**src/rtl/traffic_light_monitor.sv**
```systemverilog
// traffic_light_monitor
//
// Passive checker for the traffic light controller outputs. It confirms that
// exactly one light is on, that phases follow GREEN->YELLOW->RED->GREEN, and
// that each phase lasts its programmed time within +/- pTOL_CYCLES. Errors
// are reported on sticky flags. Completed RED->GREEN cycles are counted while
// the sequence is locked.
//
// Pipeline: the lights and en are registered once (stage 1). The phase, the
// dwell counter, the FSM and the flags update from stage 1 (stage 2). Every
// output therefore reacts two clocks after an input change. err_clr is not
// pipelined and clears the flags on the next edge. A new error detected on
// the same edge wins over the clear.
//
// Ports:
//   clk          system clock, rising edge
//   rst_n        asynchronous active-low reset
//   en           monitor enable (tie to the controller's en)
//   green_light  observed green light
//   yellow_light observed yellow light
//   red_light    observed red light
//   err_clr      synchronous clear of the sticky error flags
//   phase        decoded phase: 0 none/invalid, 1 green, 2 yellow, 3 red
//   locked       sequence tracked and duration checks active
//   err_onehot   sticky: lights not exactly one-hot while enabled
//   err_seq      sticky: illegal phase transition
//   err_dur      sticky: phase too short or too long
//   err_any      OR of the three sticky flags
//   cycle_count  completed RED->GREEN cycles while locked, saturating
module traffic_light_monitor #(
  parameter int pSECOND_CNT_VALUE = 99,
  parameter int pGREEN_INIT_VAL   = 14,
  parameter int pYELLOW_INIT_VAL  = 2,
  parameter int pRED_INIT_VAL     = 17,
  parameter int pTOL_CYCLES       = 1
) (
  input  logic        clk,
  input  logic        rst_n,
  input  logic        en,
  input  logic        green_light,
  input  logic        yellow_light,
  input  logic        red_light,
  input  logic        err_clr,
  output logic [1:0]  phase,
  output logic        locked,
  output logic        err_onehot,
  output logic        err_seq,
  output logic        err_dur,
  output logic        err_any,
  output logic [15:0] cycle_count
);

  // Expected dwell per phase, in clock cycles.
  localparam int SEC_CYC = pSECOND_CNT_VALUE + 1;
  localparam int E_G     = (pGREEN_INIT_VAL + 1) * SEC_CYC;
  localparam int E_Y     = (pYELLOW_INIT_VAL + 1) * SEC_CYC;
  localparam int E_R     = (pRED_INIT_VAL + 1) * SEC_CYC;
  localparam int E_GY    = (E_G > E_Y) ? E_G : E_Y;
  localparam int E_MAX   = (E_GY > E_R) ? E_GY : E_R;
  // Wide enough to hold E+TOL+1 (the overrun point) without wrapping.
  localparam int DW      = $clog2(E_MAX + pTOL_CYCLES + 2);

  localparam logic [DW-1:0] DWELL_MAX = '1;

  localparam logic [1:0] ST_IDLE  = 2'd0;
  localparam logic [1:0] ST_SYNC  = 2'd1;
  localparam logic [1:0] ST_TRACK = 2'd2;

  localparam logic [1:0] PH_NONE   = 2'd0;
  localparam logic [1:0] PH_GREEN  = 2'd1;
  localparam logic [1:0] PH_YELLOW = 2'd2;
  localparam logic [1:0] PH_RED    = 2'd3;

  function automatic int exp_of(input int p);
    case (p)
      1:       return E_G;
      2:       return E_Y;
      3:       return E_R;
      default: return 0;
    endcase
  endfunction

  // Acceptable exit-dwell window per phase code. Entry 0 is never used for a
  // check because a tracked phase is never PH_NONE.
  logic [DW-1:0] lo_lim [4];
  logic [DW-1:0] hi_lim [4];

  generate
    for (genvar gi = 0; gi < 4; gi++) begin : g_lim
      localparam int E_PH = exp_of(gi);
      localparam int LO   = (E_PH > pTOL_CYCLES) ? E_PH - pTOL_CYCLES : 0;
      localparam int HI   = E_PH + pTOL_CYCLES;
      assign lo_lim[gi] = DW'(LO);
      assign hi_lim[gi] = DW'(HI);
    end
  endgenerate

  // Stage 1 registers.
  logic [2:0] lights_reg;    // {green, yellow, red}
  logic       en_reg;

  // Stage 2 registers.
  logic [1:0]    state_reg, state_next;
  logic [1:0]    phase_reg, phase_next;
  logic [DW-1:0] dwell_reg, dwell_next;
  logic          ovr_done_reg, ovr_done_next;  // overrun already reported this phase
  logic [15:0]   cycle_count_reg, cycle_count_next;
  logic          err_onehot_reg, err_seq_reg, err_dur_reg;

  logic          set_onehot, set_seq, set_dur;
  logic [1:0]    samp_phase;
  logic          samp_valid;
  logic [1:0]    legal_next;
  logic [DW-1:0] dwell_inc;

  // Decode the stage-1 sample; anything other than a single light is invalid.
  always_comb begin
    samp_phase = PH_NONE;
    samp_valid = 1'b0;
    case (lights_reg)
      3'b100: begin samp_phase = PH_GREEN;  samp_valid = 1'b1; end
      3'b010: begin samp_phase = PH_YELLOW; samp_valid = 1'b1; end
      3'b001: begin samp_phase = PH_RED;    samp_valid = 1'b1; end
      default: begin samp_phase = PH_NONE;  samp_valid = 1'b0; end
    endcase
  end

  assign legal_next = (phase_reg == PH_RED) ? PH_GREEN : phase_reg + 2'd1;
  assign dwell_inc  = (dwell_reg == DWELL_MAX) ? dwell_reg : dwell_reg + 1'b1;

  always_comb begin
    state_next       = state_reg;
    phase_next       = phase_reg;
    dwell_next       = dwell_reg;
    ovr_done_next    = ovr_done_reg;
    cycle_count_next = cycle_count_reg;
    set_onehot       = 1'b0;
    set_seq          = 1'b0;
    set_dur          = 1'b0;

    if (!en_reg) begin
      // Disabled: an aborted phase gets no duration check.
      state_next    = ST_IDLE;
      phase_next    = PH_NONE;
      dwell_next    = '0;
      ovr_done_next = 1'b0;
    end else if (!samp_valid) begin
      // The first sample after enabling is not yet an error source.
      set_onehot    = (state_reg != ST_IDLE);
      state_next    = ST_SYNC;
      phase_next    = PH_NONE;
      dwell_next    = '0;
      ovr_done_next = 1'b0;
    end else if (state_reg == ST_IDLE || phase_reg == PH_NONE) begin
      // Adopt the phase; its start time is unknown, so no duration check.
      state_next    = ST_SYNC;
      phase_next    = samp_phase;
      dwell_next    = {{(DW-1){1'b0}}, 1'b1};
      ovr_done_next = 1'b0;
    end else if (samp_phase == phase_reg) begin
      dwell_next = dwell_inc;
      // dwell passes E+TOL only once per phase because it saturates above it.
      if (state_reg == ST_TRACK && !ovr_done_reg && dwell_reg == hi_lim[phase_reg]) begin
        set_dur       = 1'b1;
        ovr_done_next = 1'b1;
      end
    end else begin
      phase_next    = samp_phase;
      dwell_next    = {{(DW-1){1'b0}}, 1'b1};
      ovr_done_next = 1'b0;
      if (samp_phase == legal_next) begin
        if (state_reg == ST_TRACK) begin
          if (!ovr_done_reg &&
              (dwell_reg < lo_lim[phase_reg] || dwell_reg > hi_lim[phase_reg]))
            set_dur = 1'b1;
          if (phase_reg == PH_RED && cycle_count_reg != 16'hFFFF)
            cycle_count_next = cycle_count_reg + 16'd1;
        end
        state_next = ST_TRACK;
      end else begin
        set_seq    = 1'b1;
        state_next = ST_SYNC;
      end
    end
  end

  always_ff @(posedge clk or negedge rst_n) begin
    if (!rst_n) begin
      lights_reg      <= 3'b000;
      en_reg          <= 1'b0;
      state_reg       <= ST_IDLE;
      phase_reg       <= PH_NONE;
      dwell_reg       <= '0;
      ovr_done_reg    <= 1'b0;
      cycle_count_reg <= 16'd0;
      err_onehot_reg  <= 1'b0;
      err_seq_reg     <= 1'b0;
      err_dur_reg     <= 1'b0;
    end else begin
      lights_reg      <= {green_light, yellow_light, red_light};
      en_reg          <= en;
      state_reg       <= state_next;
      phase_reg       <= phase_next;
      dwell_reg       <= dwell_next;
      ovr_done_reg    <= ovr_done_next;
      cycle_count_reg <= cycle_count_next;
      err_onehot_reg  <= (err_onehot_reg & ~err_clr) | set_onehot;
      err_seq_reg     <= (err_seq_reg    & ~err_clr) | set_seq;
      err_dur_reg     <= (err_dur_reg    & ~err_clr) | set_dur;
    end
  end

  assign phase       = phase_reg;
  assign locked      = (state_reg == ST_TRACK);
  assign err_onehot  = err_onehot_reg;
  assign err_seq     = err_seq_reg;
  assign err_dur     = err_dur_reg;
  assign err_any     = err_onehot_reg | err_seq_reg | err_dur_reg;
  assign cycle_count = cycle_count_reg;

endmodule
```
**config.mk**
```make
export PLATFORM = sky130hd
export DESIGN_NAME = traffic_light_monitor
export DESIGN_NICKNAME = d
export VERILOG_FILES = /design/src/rtl/traffic_light_monitor.sv
export SDC_FILE = /design/constraint.sdc
export NUM_CORES = 1
export LEC_CHECK = 0
export CORE_UTILIZATION = 30
export CTS_CLUSTER_DIAMETER = 40
export DETAILED_ROUTE_END_ITERATION = 10
export GPL_ROUTABILITY_DRIVEN = 0
export PLACE_DENSITY = 0.49
export SLEW_MARGIN = 15
export SYNTH_ARGS = -nofsm -noshare
export SYNTH_HDL_FRONTEND = slang
export SYNTH_SLANG_ARGS = --single-unit
```
**constraint.sdc**
```tcl
create_clock -name clk -period 3.2 [get_ports clk]
set_input_delay 0.48 -clock clk [delete_from_list [all_inputs] [get_ports clk]]
set_output_delay 0.48 -clock clk [all_outputs]
set_load 0.02 [all_outputs]
```
# ---- Word-level counts from Yosys, hierarchy flattened
# Cells that the tools add are included.
dict set report totals {
  word_cells 96
  output_inout_bits 23
  regBits 39
  inputBits 7
}
dict set report classes {
  n_eq_ne 13
  n_addsub 3
  magnitude_cmp 3
  reduce_logical 12
  mux 43
  bitwise 12
}
# op n
set op_table {}
lappend op_table {{$mux 11} 9}
lappend op_table {{$bmux 11 s2} 2}
lappend op_table {{$mux 1} 21}
lappend op_table {{$mux 2} 10}
lappend op_table {{$add 16x1->16 const B} 1}
lappend op_table {{$ne 16x16->1 const B} 1}
lappend op_table {{$add 11x1->11 const B} 1}
lappend op_table {{$eq 11x11->1} 1}
lappend op_table {{$eq 11x11->1 const B} 1}
lappend op_table {{$gt 11x11->1} 1}
lappend op_table {{$lt 11x11->1} 1}
lappend op_table {{$reduce_and 7->1} 1}
lappend op_table {{$pmux 2 s3} 1}
lappend op_table {{$ne 5x4->1 const B} 1}
lappend op_table {{$ne 5x5->1 const B} 1}
lappend op_table {{$or 1x1->1} 5}
lappend op_table {{$eq 2x2->1} 2}
lappend op_table {{$eq 2x2->1 const B} 2}
lappend op_table {{$logic_and 1x1->1} 4}
lappend op_table {{$logic_not 2->1} 2}
lappend op_table {{$ne 4x4->1 const B} 1}
lappend op_table {{$and 1x1->1} 3}
lappend op_table {{$eq 3x1->1 const B} 1}
lappend op_table {{$eq 3x2->1 const B} 1}
lappend op_table {{9 further kinds} 12}

# ---- Depth between registers and ports, before layout
# Gate-level depths: netlist of run 1.
dict set report logic_depth {
  word_depth 15
  mapped_depth 10
  ltp_nobuf 10
}

# ---- Worst setup path before layout of run 1
# No wires, ideal clock.
dict set report synth_timing {
  path_type {register to register}
  startpoint {reg phase_reg[0] (netlist: phase[0])}
  endpoint {reg cycle_count_reg[11] (netlist: cycle_count[11])}
  t_arrival_ns 2.451
  t_required_ns 3.069
  path_buffers 0
  period_less_slack_ns 2.583
  stages_incl_launch_ff 9
  path_slack_ns 0.617
  setup_ns 0.131
  cell_sequence {dfrtp_1 -> inv_1 -> ha_1 -> nor2_1 -> nor4b_1 -> a211o_4 -> nand3_4 -> or4_4 -> xnor2_2}
}
dict set report synth_between {
  elab_chain_len 4
  word_cells_on_any_way 11
  classes_between {add/sub: 1; eq/ne: 3; mux: 1; bitwise: 2; reduce/logical: 4}
}
# item line_no
set synth_lines {}
lappend synth_lines {{start, declared} 104} ;# logic [1:0] phase_reg, phase_next;
lappend synth_lines {{start signal, assigned} 203} ;# phase_reg <= phase_next;
lappend synth_lines {{$add 2x1->2 (tied with other cells)} 128} ;# assign legal_next = (phase_reg == PH_RED) ? PH_GREEN : phase_reg + 2'd1;
lappend synth_lines {{$mux 2 / $logic_or 1x1->1 (equally long branches)} {128, 154}}
lappend synth_lines {{$eq 2x2->1 / $not 1->1 (equally long branches)} --}
lappend synth_lines {{$reduce_and 7->1 (no source line) *} --}
lappend synth_lines {{end signal, assigned} 206} ;# cycle_count_reg <= cycle_count_next;
lappend synth_lines {{end, declared} 107} ;# logic [15:0] cycle_count_reg, cycle_count_next;
# Mark *: on every way between the ends. The rest lies on a longest branch, timed or not.
# A chain may end at the register's enable or synchronous reset.

# ---- Worst setup path after layout of run 1
# Same ends and word-level chain as after synthesis.

==> results.txt, run 1 <==
The run finished with clean final reports. At the pin with the least slew margin, the transition time is 910 ps. For the total area of sequential cells, the log shows 976 um2. Worst min-delay path category: in -> async.

The analysis attributes to cell leakage a power of 1.18 nW. The largest family of logic cells by synthesized area was simple AND/OR/NAND/NOR gates. The analysis attributes to net switching a power of 0.267 mW.

The floorplan step defined a die boundary enclosing 8320 um2. The synthesized netlist devotes 8.28% of its cell area to adder and majority cells. The number of non-filler instances in the completed layout was 373. Yosys attributes the largest share of cell area to sky130_fd_sc_hd__dfrtp_1, sky130_fd_sc_hd__ha_1, sky130_fd_sc_hd__xor2_1. The run gives 56 as the distinct cell type count after synthesis. The worst-case IR drop observed on VDD is 0.197 mV. Based on the critical path, the design can be clocked at up to 0.366 GHz. The number of flops mapped to enable cells by yosys was 0; the data required time of the critical path was 3390 ps. The logs give 2390 um2 for the cell area after synthesis and 0 for the number of warnings printed during yosys synthesis. The logs give 39.3% for the worst max-slew margin expressed relative to the limit and 0 for the count of max-cap constraint violations. After detailed routing, the average wire length per cell comes to 14.1 um. The sum of net half-perimeters after detailed placement is 3740 um, and the area share of the largest cell type after synthesis is 40.9%. 0 antenna diodes ended up in the layout.

The tools report the CTS sink count as 39. After clock tree synthesis, the setup repair step added 0 buffers. Adding up every negative setup slack in the final design gives 0 ps.

Subtracting the final worst setup slack from the clock period gives 2730 ps. The most used flip-flop cell after synthesis is sky130_fd_sc_hd__dfrtp_1. Once the floorplan was initialized, standard cells occupied 30.9% of the core.

The total of buffers placed on input and output ports works out to 29. After the first detailed-routing iteration, the DRC count stood at 42. The die is 91.2 um wide. The iteration count of the initial detailed-routing pass is 4. The run gives 311 ps as the worst hold margin.

TritonCTS built the clock tree. Of the available clock period, the critical path in the final layout requires 85.3%. Counting instances in the post-synthesis netlist gives the leading cell types as sky130_fd_sc_hd__dfrtp_1, sky130_fd_sc_hd__nand2_1, sky130_fd_sc_hd__xor2_1. The first global-routing pass estimated 8940 um of wire. The run gives 1793 as the via count of the first global-routing pass.

Counting the buffers created by CTS gives 5. On the final layout, the worst clock skew is 9.38 ps. Data arrives at the worst endpoint at 2910 ps. The logs give 0 for the initial antenna violation count and 30 for the count of pins on the block boundary. The largest fanout of any net on the critical path was 8.

The logs give 0 for the residual antenna-violating net count after detailed routing and 35.3% for the part of the total power dissipated in the clock network. The post-synthesis instance total is 239, and the number of flip-flops in the largest register is 16. The most repeated cell in the gate-level netlist after synthesis was sky130_fd_sc_hd__dfrtp_1. STA classifies the critical path startpoint as a register. The power per unit of standard cell area works out to 340 nW/um2. Dividing the detail-routed via count by the number of cells gives 4.81. The pin count of the biggest net entering global routing is 40, and the number of buffers between clock root and the deepest sink is 2.

Registers are responsible for 53.2% of the overall power. The clock input transition at the sequential cells of the worst setup and hold paths is 90 ps, and the layout cell share with drive strength beyond 1 is 11.4%. The tools report the element type at the critical path end as a register.

The area of the multi-input gates was 1300 um2. The total overflow reported by the global router is 0, and the register bit total from synthesis is 39. The number of placed instances, taps included, is 365. The final layout contains routed wiring with a total length of 5260 um. The fraction of synthesis flops using an asynchronous set or reset pin was 100%; the number of gates given a new drive strength after cts was 0.

Measured against the total synthesized area, the mux share comes to 0.838%. For the clock latency at the later pin of the worst-skew pair, the log shows 290 ps. sky130_fd_sc_hd__dfrtp_1 takes more of the synthesized area than any other cell. In this run switching power makes up 27.6% of total power. The area growth from synthesis to layout is 19.1%. Setup repair after global routing left no endpoint under its margin.

The logs give 32 for the site row count and 292 for the layout net count. After synthesis, flip-flops and latches occupy 40.9% of the total area. Setup violations remaining at the end of the flow were counted as 0. From bottom edge to top edge, the die measures 91.2 um. The area of the core is 7730 um2.

The number of buffers inserted for hold repair after clock tree synthesis is 0. Internal power comes to 0.700 mW. The total vias in the final route is 1794, and the power consumption is 0.967 mW. The filler cells instantiated in the layout total 777. The synthesized netlist devotes 10.2% of its cell area to XOR and XNOR gates. The logs give 11.5% for the combinational fraction of design power and 0 for the remaining design rule violation count.

Averaged over all synthesized cells, the footprint is 9.99 um2. The number of nets produced by synthesis is 261. The synthesized netlist devotes 23.5% of its cell area to simple gates. The synthesized netlist devotes 11.7% of its cell area to compound gates.

For the total count of hold-check failures in the final report, the log shows 0. The cell sitting at the root of the clock tree is a sky130_fd_sc_hd__clkbuf_8. The kind of critical path was reg -> reg. The logs give 0 for the max-slew violation count and 13.5% for the overall global routing resource usage. The maximum level of the CTS H-tree was 2.
-- critical path, cell delays in order (launching register included) --
cell and delay [ps]:
sky130_fd_sc_hd__dfrtp_1 490, sky130_fd_sc_hd__inv_1 140, sky130_fd_sc_hd__ha_1 320, sky130_fd_sc_hd__o21bai_1 260, sky130_fd_sc_hd__nor4_2 510, sky130_fd_sc_hd__nand3_4 210, sky130_fd_sc_hd__or4_4 530, sky130_fd_sc_hd__xnor2_2 140
-- through the flow --
stage | util, % | cell area (um2) | setup slack [ps]
global placement | 35.7 | 2760 | 585
global route | 36.8 | 2840 | 302
finish | 36.8 | 2840 | 471
CTS | 36.8 | 2840 | 448
floorplan | - | 2390 | 617
detailed placement | 35.7 | 2760 | 482
-- layer usage --
layer	vias to the layer above	part of all wire, %	GRT usage (%)
li1	909	-	-
met1	847	51	19.3
met2	34	43	20.2
met3	4	4.7	3.52
met4	0	0.74	3.17
met5	-	0	0
-- worst paths after layout --
path	from	to	slack (ps)	depth (start not counted)
max	phase[0]	cycle_count[11]	470	7
min	rst_n	lights_reg[1]	310	1
max reg2reg	phase[0]	cycle_count[11]	470	7
min reg2reg	cycle_count[13]	cycle_count[13]	500	1
max in group asynchronous	rst_n	dwell_reg[9]	2310	1
min in group clk	cycle_count[13]	cycle_count[13]	500	1
-- final cells by class --
class                      instances  area share (%)
multi-input combinational        179            45.8
clock buffer                       5            2.42
clock inverter                     3           0.704
sequential                        39            34.3
tap                              102            4.49
inverter                          15            1.98
timing repair buffer              30            10.3
-- cells in the final DEF, fill, tap and decap left out, types with 6 or more instances in the layout --
cell type,netlist,layout
sky130_fd_sc_hd__nand2_1,20,20
sky130_fd_sc_hd__dfrtp_1,39,39
sky130_fd_sc_hd__nor2_1,15,15
sky130_fd_sc_hd__nor3_1,9,9
sky130_fd_sc_hd__xor2_1,17,17
sky130_fd_sc_hd__nand4_1,8,8
sky130_fd_sc_hd__o21ai_0,6,6
sky130_fd_sc_hd__inv_1,15,15
sky130_fd_sc_hd__xnor2_1,9,9
sky130_fd_sc_hd__ha_1,15,15
sky130_fd_sc_hd__nand3_1,9,9
sky130_fd_sc_hd__clkdlybuf4s50_1,0,28
-- cells by family after synthesis --
| group | count (synthesis) |
|---|---|
| and+or+nand+nor | 98 |
| xor gates and xnor gates | 27 |
| AOI/OAI and AO/OA | 36 |
| adders and majority gates | 16 |
| DFF | 39 |
| buffers and inverters | 21 |
| muxes | 2 |
-- power by group through the flow --
stage	sequential [mW]	combinational [mW]	clock, mW
floorplan	0.521	0.0754	0
global placement	0.524	0.112	0
detailed placement	0.524	0.113	0
CTS	0.515	0.114	0.355
global route	0.516	0.125	0.377
finish	0.515	0.111	0.341
Power figures use the tool's default switching activity.
==> inputs of run 2 (changes only) <==
--- a/config.mk
+++ b/config.mk
@@ -6,9 +6,10 @@
 export NUM_CORES = 1
 export LEC_CHECK = 0
-export CORE_UTILIZATION = 30
+export CORE_UTILIZATION = 25
 export CTS_CLUSTER_DIAMETER = 40
+export CTS_CLUSTER_SIZE = 25
 export DETAILED_ROUTE_END_ITERATION = 10
 export GPL_ROUTABILITY_DRIVEN = 0
-export PLACE_DENSITY = 0.49
+export PLACE_DENSITY = 0.43
 export SLEW_MARGIN = 15
 export SYNTH_ARGS = -nofsm -noshare
==> constraint.sdc (replaced) <==
create_clock -name clk -period 3.2 [get_ports clk]
set_input_delay 0.48 -clock clk [delete_from_list [all_inputs] [get_ports clk]]
set_output_delay 0.48 -clock clk [all_outputs]
set_load 0.005 [all_outputs]
==> results.txt, run 2 (same netlist as run 1, synthesis figures left out) <==
The flow ran to the end, and the final reports show no timing, DRC or antenna violations. The share of total power dissipated in sequential elements is 48.9%. TritonCTS built the clock tree. Counting every sink on the clock net gives 39. The routed wire length was 5880 um; the vertical extent of the die was 99.7 um.

The via count of the first global-routing pass was 1951. The net count of the finished layout is 294. Global routing consumed, over all layers together, 13.1% of the routing resources. For the worst setup slack after placement, the log shows 531 ps.

The worst min-delay path category was in -> async. Measured against its own limit, the worst slew margin works out to 37.3%. Based on the critical path, the design can be clocked at up to 0.376 GHz.

The switching part of the total power works out to 25.9%. The number of non-filler instances in the completed layout is 401. The die covers 9950 um2. The worst path arrival time is 2840 ps, and the worst hold margin is 308 ps. Clock skew on the completed layout was measured at 9.52 ps.

The pin count of the biggest net entering global routing was 40. The power per unit of standard cell area works out to 360 nW/um2. The H-tree generated during clock tree synthesis spans 2 levels.

The total of buffers placed on input and output ports came out at 29. The logs give 0 for the total count of hold-check failures in the final report and 0 for the setup violation total in the final timing report. The root buffer cell chosen for the clock tree is sky130_fd_sc_hd__clkbuf_8. The part of the total power dissipated in the clock network was 40.6%; the final-layout setup total negative slack was 0 ps. Violation count after the first detailed-routing iteration: 58. The layout has 971 filler cells.

The post-route fraction of the period consumed by the critical path was 83.0%. At the end of the flow the core is filled with cells to 31.5%. Kind of critical path: reg -> reg. Cell type of the slowest stage on the worst timing path: sky130_fd_sc_hd__or4_4.

The run gives 0 as the max-slew violation count. STA classifies the critical path startpoint as a register. The total area of sequential cells is 976 um2.

The final critical path time including I/O delays and setup works out to 2660 ps. The later pin in the worst-skew pair is clocked with a latency of 300 ps. IR analysis of the VDD net gives a maximum drop of 0.150 mV. In this run the core area contains 35 standard-cell rows. Setup repair after global routing left no endpoint under its margin.

The area growth from synthesis to layout is 21.8%. Global-route wire length before repair: 10100 um. For the initial antenna violation count, the log shows 0. The run gives 10.5% as the combinational fraction of design power. The run gives 1.20 nW as the leakage power total. In the layout the commonest cells are sky130_fd_sc_hd__dfrtp_1, sky130_fd_sc_hd__clkdlybuf4s50_1, sky130_fd_sc_hd__nand2_1, sky130_fd_sc_hd__xor2_1.

The buffers inserted during post-CTS setup optimization was 0; the width of the die was 99.7 um. STA classifies the critical path endpoint as a register. Number of buffers inserted for hold repair after clock tree synthesis: 0. In this run the cell area measured after placement is 2800 um2. The data required time of the critical path was 3380 ps; the transition time of the tightest slew-check pin was 940 ps. After legalization and detailed placement, the total HPWL measured 4220 um.

Once the clock tree was built, the resizer swapped 0 gates to a different size. Including well taps, the total number of placed cells is 394. In this run the remaining antenna-violating nets after routing total 0. The number of buffers created by CTS was 5. The number of antenna diodes in the final layout is 0. The signal on the critical path passes through inv_1, ha_1, nor2_1, nor4b_1, a211o_4, nand3_4, or4_4, xnor2_2.

The detail-routed via count per cell was 4.65. The clock input transition at the sequential cells of the worst setup and hold paths is 90 ps, and the worst path setup slack after routing is 543 ps. The power consumption came out at 1.05 mW. For this run, the detailed router's first-pass iteration total came to 4.

The count of max-cap constraint violations was 0; the initial core utilization was 25.8%. The longest individual stage delay on the worst path works out to 530 ps. In the final routed layout, each cell accounts on average for 14.7 um. Pin placement for this block handled 30 I/O pins. The run gives 1300 um2 as the area of the multi-input gates. In the routed design, unresolved DRC markers number 0. The total vias in the final route was 1866; the area of the core was 9240 um2.

The run gives 0.777 mW as the cell internal power dissipation. The number of flip-flops in the largest register is 16. The library cell used most frequently in the layout, excluding fill and tap cells, is sky130_fd_sc_hd__dfrtp_1. The finished cells cover 2910 um2.

Largest fanout of any net on the critical path: 8. Number of buffers between clock root and the deepest sink: 2. The analysis attributes to net switching a power of 0.272 mW. Of the cells placed in the final design, the portion with a size suffix greater than 1 is 11.8%. Global routing finished with a remaining overflow of 0.
## run 2: layout make-up
class	instances	share of cell area [%]
clock buffers	5	2.36
clock inverters	2	1.29
inverters	15	1.93
multi-input cells	179	44.8
flip-flops and latches	39	33.5
well taps	129	5.55
repair buffers	32	10.6
## run 2: routing by layer
metal  global-route usage, %  up-vias  share of wire, %  routed length [um]
met5                       0        -                 0                   0
met1                    18.1      907                50                2940
met4                    4.41        0               1.3                  76
met2                    20.2       38                45                2640
met3                    2.81        6               3.6                 211
li1                        -      915                 -                   -
## run 2: worst paths after layout
check | from | to | slack (ps) | cells after the start
min | rst_n | dwell_reg[9] | 310 | 1
max | phase[0] | cycle_count[11] | 540 | 8
max reg2reg | phase[0] | cycle_count[11] | 540 | 8
max in group asynchronous | rst_n | dwell_reg[0] | 2290 | 1
min reg2reg | ovr_done_reg | ovr_done_reg | 510 | 2
min in group clk | ovr_done_reg | ovr_done_reg | 510 | 2
## run 2: power by group through the flow
stage	clock network (mW)	logic, mW	registers, mW
final	0.425	0.110	0.513
after global routing	0.466	0.125	0.515
after floorplan	0	0.0735	0.517
after detailed placement	0	0.112	0.523
after CTS	0.443	0.113	0.513
after global placement	0	0.111	0.522
## run 2: worst max-delay path: cells and delay by family (launching register included)
| family | cells | cell delay (ps) |
|---|---|---|
| compound gates | 1 | 210 |
| xor+xnor | 1 | 140 |
| fa+ha+maj | 1 | 410 |
| buf+inv | 1 | 150 |
| flops | 1 | 490 |
| simple gates | 4 | 1150 |
==> inputs of run 3 (changes only) <==
- PLACE_DENSITY: 0.43 -> 0.45
- clock period: 3.2 -> 2.2 ns (I/O delays scaled with it)
==> results.txt, run 3 (same netlist as run 1, synthesis figures left out) <==
The site row count is 35. In this run the clock root is driven by a sky130_fd_sc_hd__clkbuf_8. The worst-case clock skew was 8.62 ps.

The net count of the finished layout is 335. The via count of the first global-routing pass was 2067; the global-route wire length before repair was 10200 um. The initial core utilization is 25.8%, and the maximum level of the CTS H-tree is 2.

The detailed router finished its first iteration with 66 violations. In the final routed layout, each cell accounts on average for 13.6 um. In this run the deepest clock path goes through 2 buffers.

The total of buffers placed on input and output ports is 29, and the CTS sink count is 39. For this run, the detailed router's first-pass iteration total came to 4. The critical path goes through buf_6, xor2_4, o211ai_1, nor4_4, nand3_4, or4_4, xnor2_2. The die covers 9950 um2. The area of the core is 9240 um2, and the leakage power total is 1.46 nW. Clock tree synthesis inserted a total of 5 buffers. The later pin in the worst-skew pair is clocked with a latency of 300 ps.

The number of placed instances, taps included, is 429. The residual antenna-violating net count after detailed routing was 0. Reg-to-reg endpoint: cycle_count[11]. For the total vias in the final route, the log shows 1990.

The worst setup path is launched from a register. The worst max-slew margin expressed relative to the limit came out at 67.1%. Fill cells in the final layout number 938.

The remaining design rule violation count was 0; the area growth from synthesis to layout was 43.0%. Entering global routing, the biggest net connects 37 pins. The post-route fraction of the period consumed by the critical path was 100%; the depth of the worst register-to-register path was 7. The total overflow reported by the global router was 0.

Leaving out fill and tap cells, the most frequent cells in the layout are sky130_fd_sc_hd__buf_4, sky130_fd_sc_hd__dfrtp_1, sky130_fd_sc_hd__clkdlybuf4s50_1, sky130_fd_sc_hd__nand2_1, sky130_fd_sc_hd__xor2_1. The HPWL after detailed placement is 4490 um. Cell type of the slowest stage on the worst timing path: sky130_fd_sc_hd__or4_4. The max-slew violation count came out at 0. Data on the critical path arrives at its endpoint at 2400 ps.

On the critical path the largest part of the delay comes from simple AND/OR/NAND/NOR gates. For the initial antenna violation count, the log shows 0. The tools report the count of pins on the block boundary as 30. The total buffers and inverters traversed by the critical path is 1. The flow ran to the end, but the final reports show violations. The run gives 0 as the total count of hold-check failures in the final report. The final reports fail on negative setup slack.

The routed wire length is 6020 um. In this run the critical register-to-register path is launched from lights_reg[0]. The critical path is of the reg -> reg type. At the pin with the least slew margin, the transition time is 493 ps.

For the worst setup path, the data required time is 2400 ps. The register with the most flip-flops in the layout has 16 of them. The number of non-filler instances in the completed layout was 443. The setup violation total in the final timing report was 1. The power consumption is 1.65 mW, and the vertical extent of the die is 99.7 um.

The repair_antennas step left the layout with diodes totalling 0. Setup repair after global routing could not meet its margin everywhere. The power per unit of standard cell area came out at 484 nW/um2. Layout cell share with drive strength beyond 1: 32.5%.

Across all hold checks on the routed design, the worst slack comes to 352 ps. After clock tree synthesis, the clock-pin slew on the worst setup and hold paths is 90 ps. The tools report the worst path setup slack after routing as -3.99 ps. The logs give -4 ps for the setup slack on the worst flop-to-flop path and 13.2% for the overall global routing resource usage.

The worst ir drop on vdd is 0.295 mV, and the width of the die is 99.7 um. The top achievable clock speed was 0.454 GHz. The tightest min-delay check is of the in -> async type. After detailed routing, the number of vias per cell comes to 4.49. The worst setup path is captured at a register.

The library cell used most frequently in the layout, excluding fill and tap cells, is sky130_fd_sc_hd__buf_4. The final critical path time including I/O delays and setup is 2200 ps. The tool flagged a number of max-cap violations equal to 0.

The largest fanout of any net on the critical path was 8. The largest single stage delay on the critical path is 500 ps. TritonCTS built the clock tree.
[run 3: cell types whose count changed in the layout (fill, tap and decap cells not counted), moves of 4 or more]
| cell | previous run | this run |
|---|---|---|
| sky130_fd_sc_hd__buf_4 | 3 | 40 |
| sky130_fd_sc_hd__nor3_1 | 9 | 2 |
| sky130_fd_sc_hd__nor3_2 | 0 | 6 |
| sky130_fd_sc_hd__ha_1 | 15 | 10 |
| sky130_fd_sc_hd__inv_1 | 15 | 10 |
| sky130_fd_sc_hd__dfrtp_1 | 39 | 35 |
| sky130_fd_sc_hd__dfrtp_2 | 0 | 4 |
| sky130_fd_sc_hd__inv_2 | 0 | 4 |
[run 3: how the worst max path moves through the flow]
stage,from,endpoint,slack (ps),cells after the start
finish,lights_reg[0],cycle_count[11],-4,7
floorplan,phase[1],cycle_count[11],-20,8
global placement,phase[1],err_dur,-40,9
CTS,phase[1],cycle_count[11],-50,8
global route,lights_reg[0],cycle_count[11],-100,7
detailed placement,phase[1],cycle_count[11],-50,8
[run 3: worst reg2reg max path, stage by stage, from the launching register on]
cell and delay (ps):
sky130_fd_sc_hd__dfrtp_2 470, sky130_fd_sc_hd__buf_6 150, sky130_fd_sc_hd__xor2_4 160, sky130_fd_sc_hd__o211ai_1 170, sky130_fd_sc_hd__nor4_4 390, sky130_fd_sc_hd__nand3_4 110
sky130_fd_sc_hd__or4_4 500, sky130_fd_sc_hd__xnor2_2 140
[run 3: timing repair]
| action | in CTS | in global routing |
|---|---|---|
| endpoints found under the setup margin | 18 | 22 |
| setup buffers | 2 | 3 |
| hold endpoints to repair | 3 | 0 |
| pin swaps | 5 | 7 |
| hold buffers | 1 | 0 |
| gates resized for setup | 5 | 23 |
[run 3: cell type report]
cell class                      instances  area, um2  share of cell area [%]
Tap cell                              129        161                    4.73
Multi-Input combinational cell        179       1460                    42.9
Timing Repair Buffer                   73        629                    18.4
Sequential cell                        39        981                    28.7
Clock inverter                          2       38.8                    1.14
Inverter                               15       58.8                    1.72
Clock buffer                            6       82.6                    2.42
[run 3: routing by layer]
layer  share of wire, %  track usage [%]
met5                  0                0
met4                1.5             5.32
met3                3.3             2.60
met2                 46             21.5
met1                 49             17.2
[run 3: where the power goes]
| group | switching [mW] | leakage [nW] | internal [mW] | total (mW) |
|---|---|---|---|---|
| sequential | 0.0141 | 0.525 | 0.728 | 0.742 |
| clock | 0.292 | 0.0618 | 0.374 | 0.665 |
| combinational | 0.115 | 0.877 | 0.130 | 0.246 |
| total | 0.421 | 1.46 | 1.23 | 1.65 |
[run 3: stage by stage]
stage               utilization (%)  area [um2]  setup slack, ps  setup TNS [ps]
floorplan                         -        2440            -20.8           -20.8
global placement               33.8        3120            -35.9           -45.3
detailed placement             33.8        3120            -49.0            -142
CTS                            35.5        3280            -47.3           -53.4
global route                   37.0        3420             -103            -726
finish                         37.0        3420            -3.99           -3.99
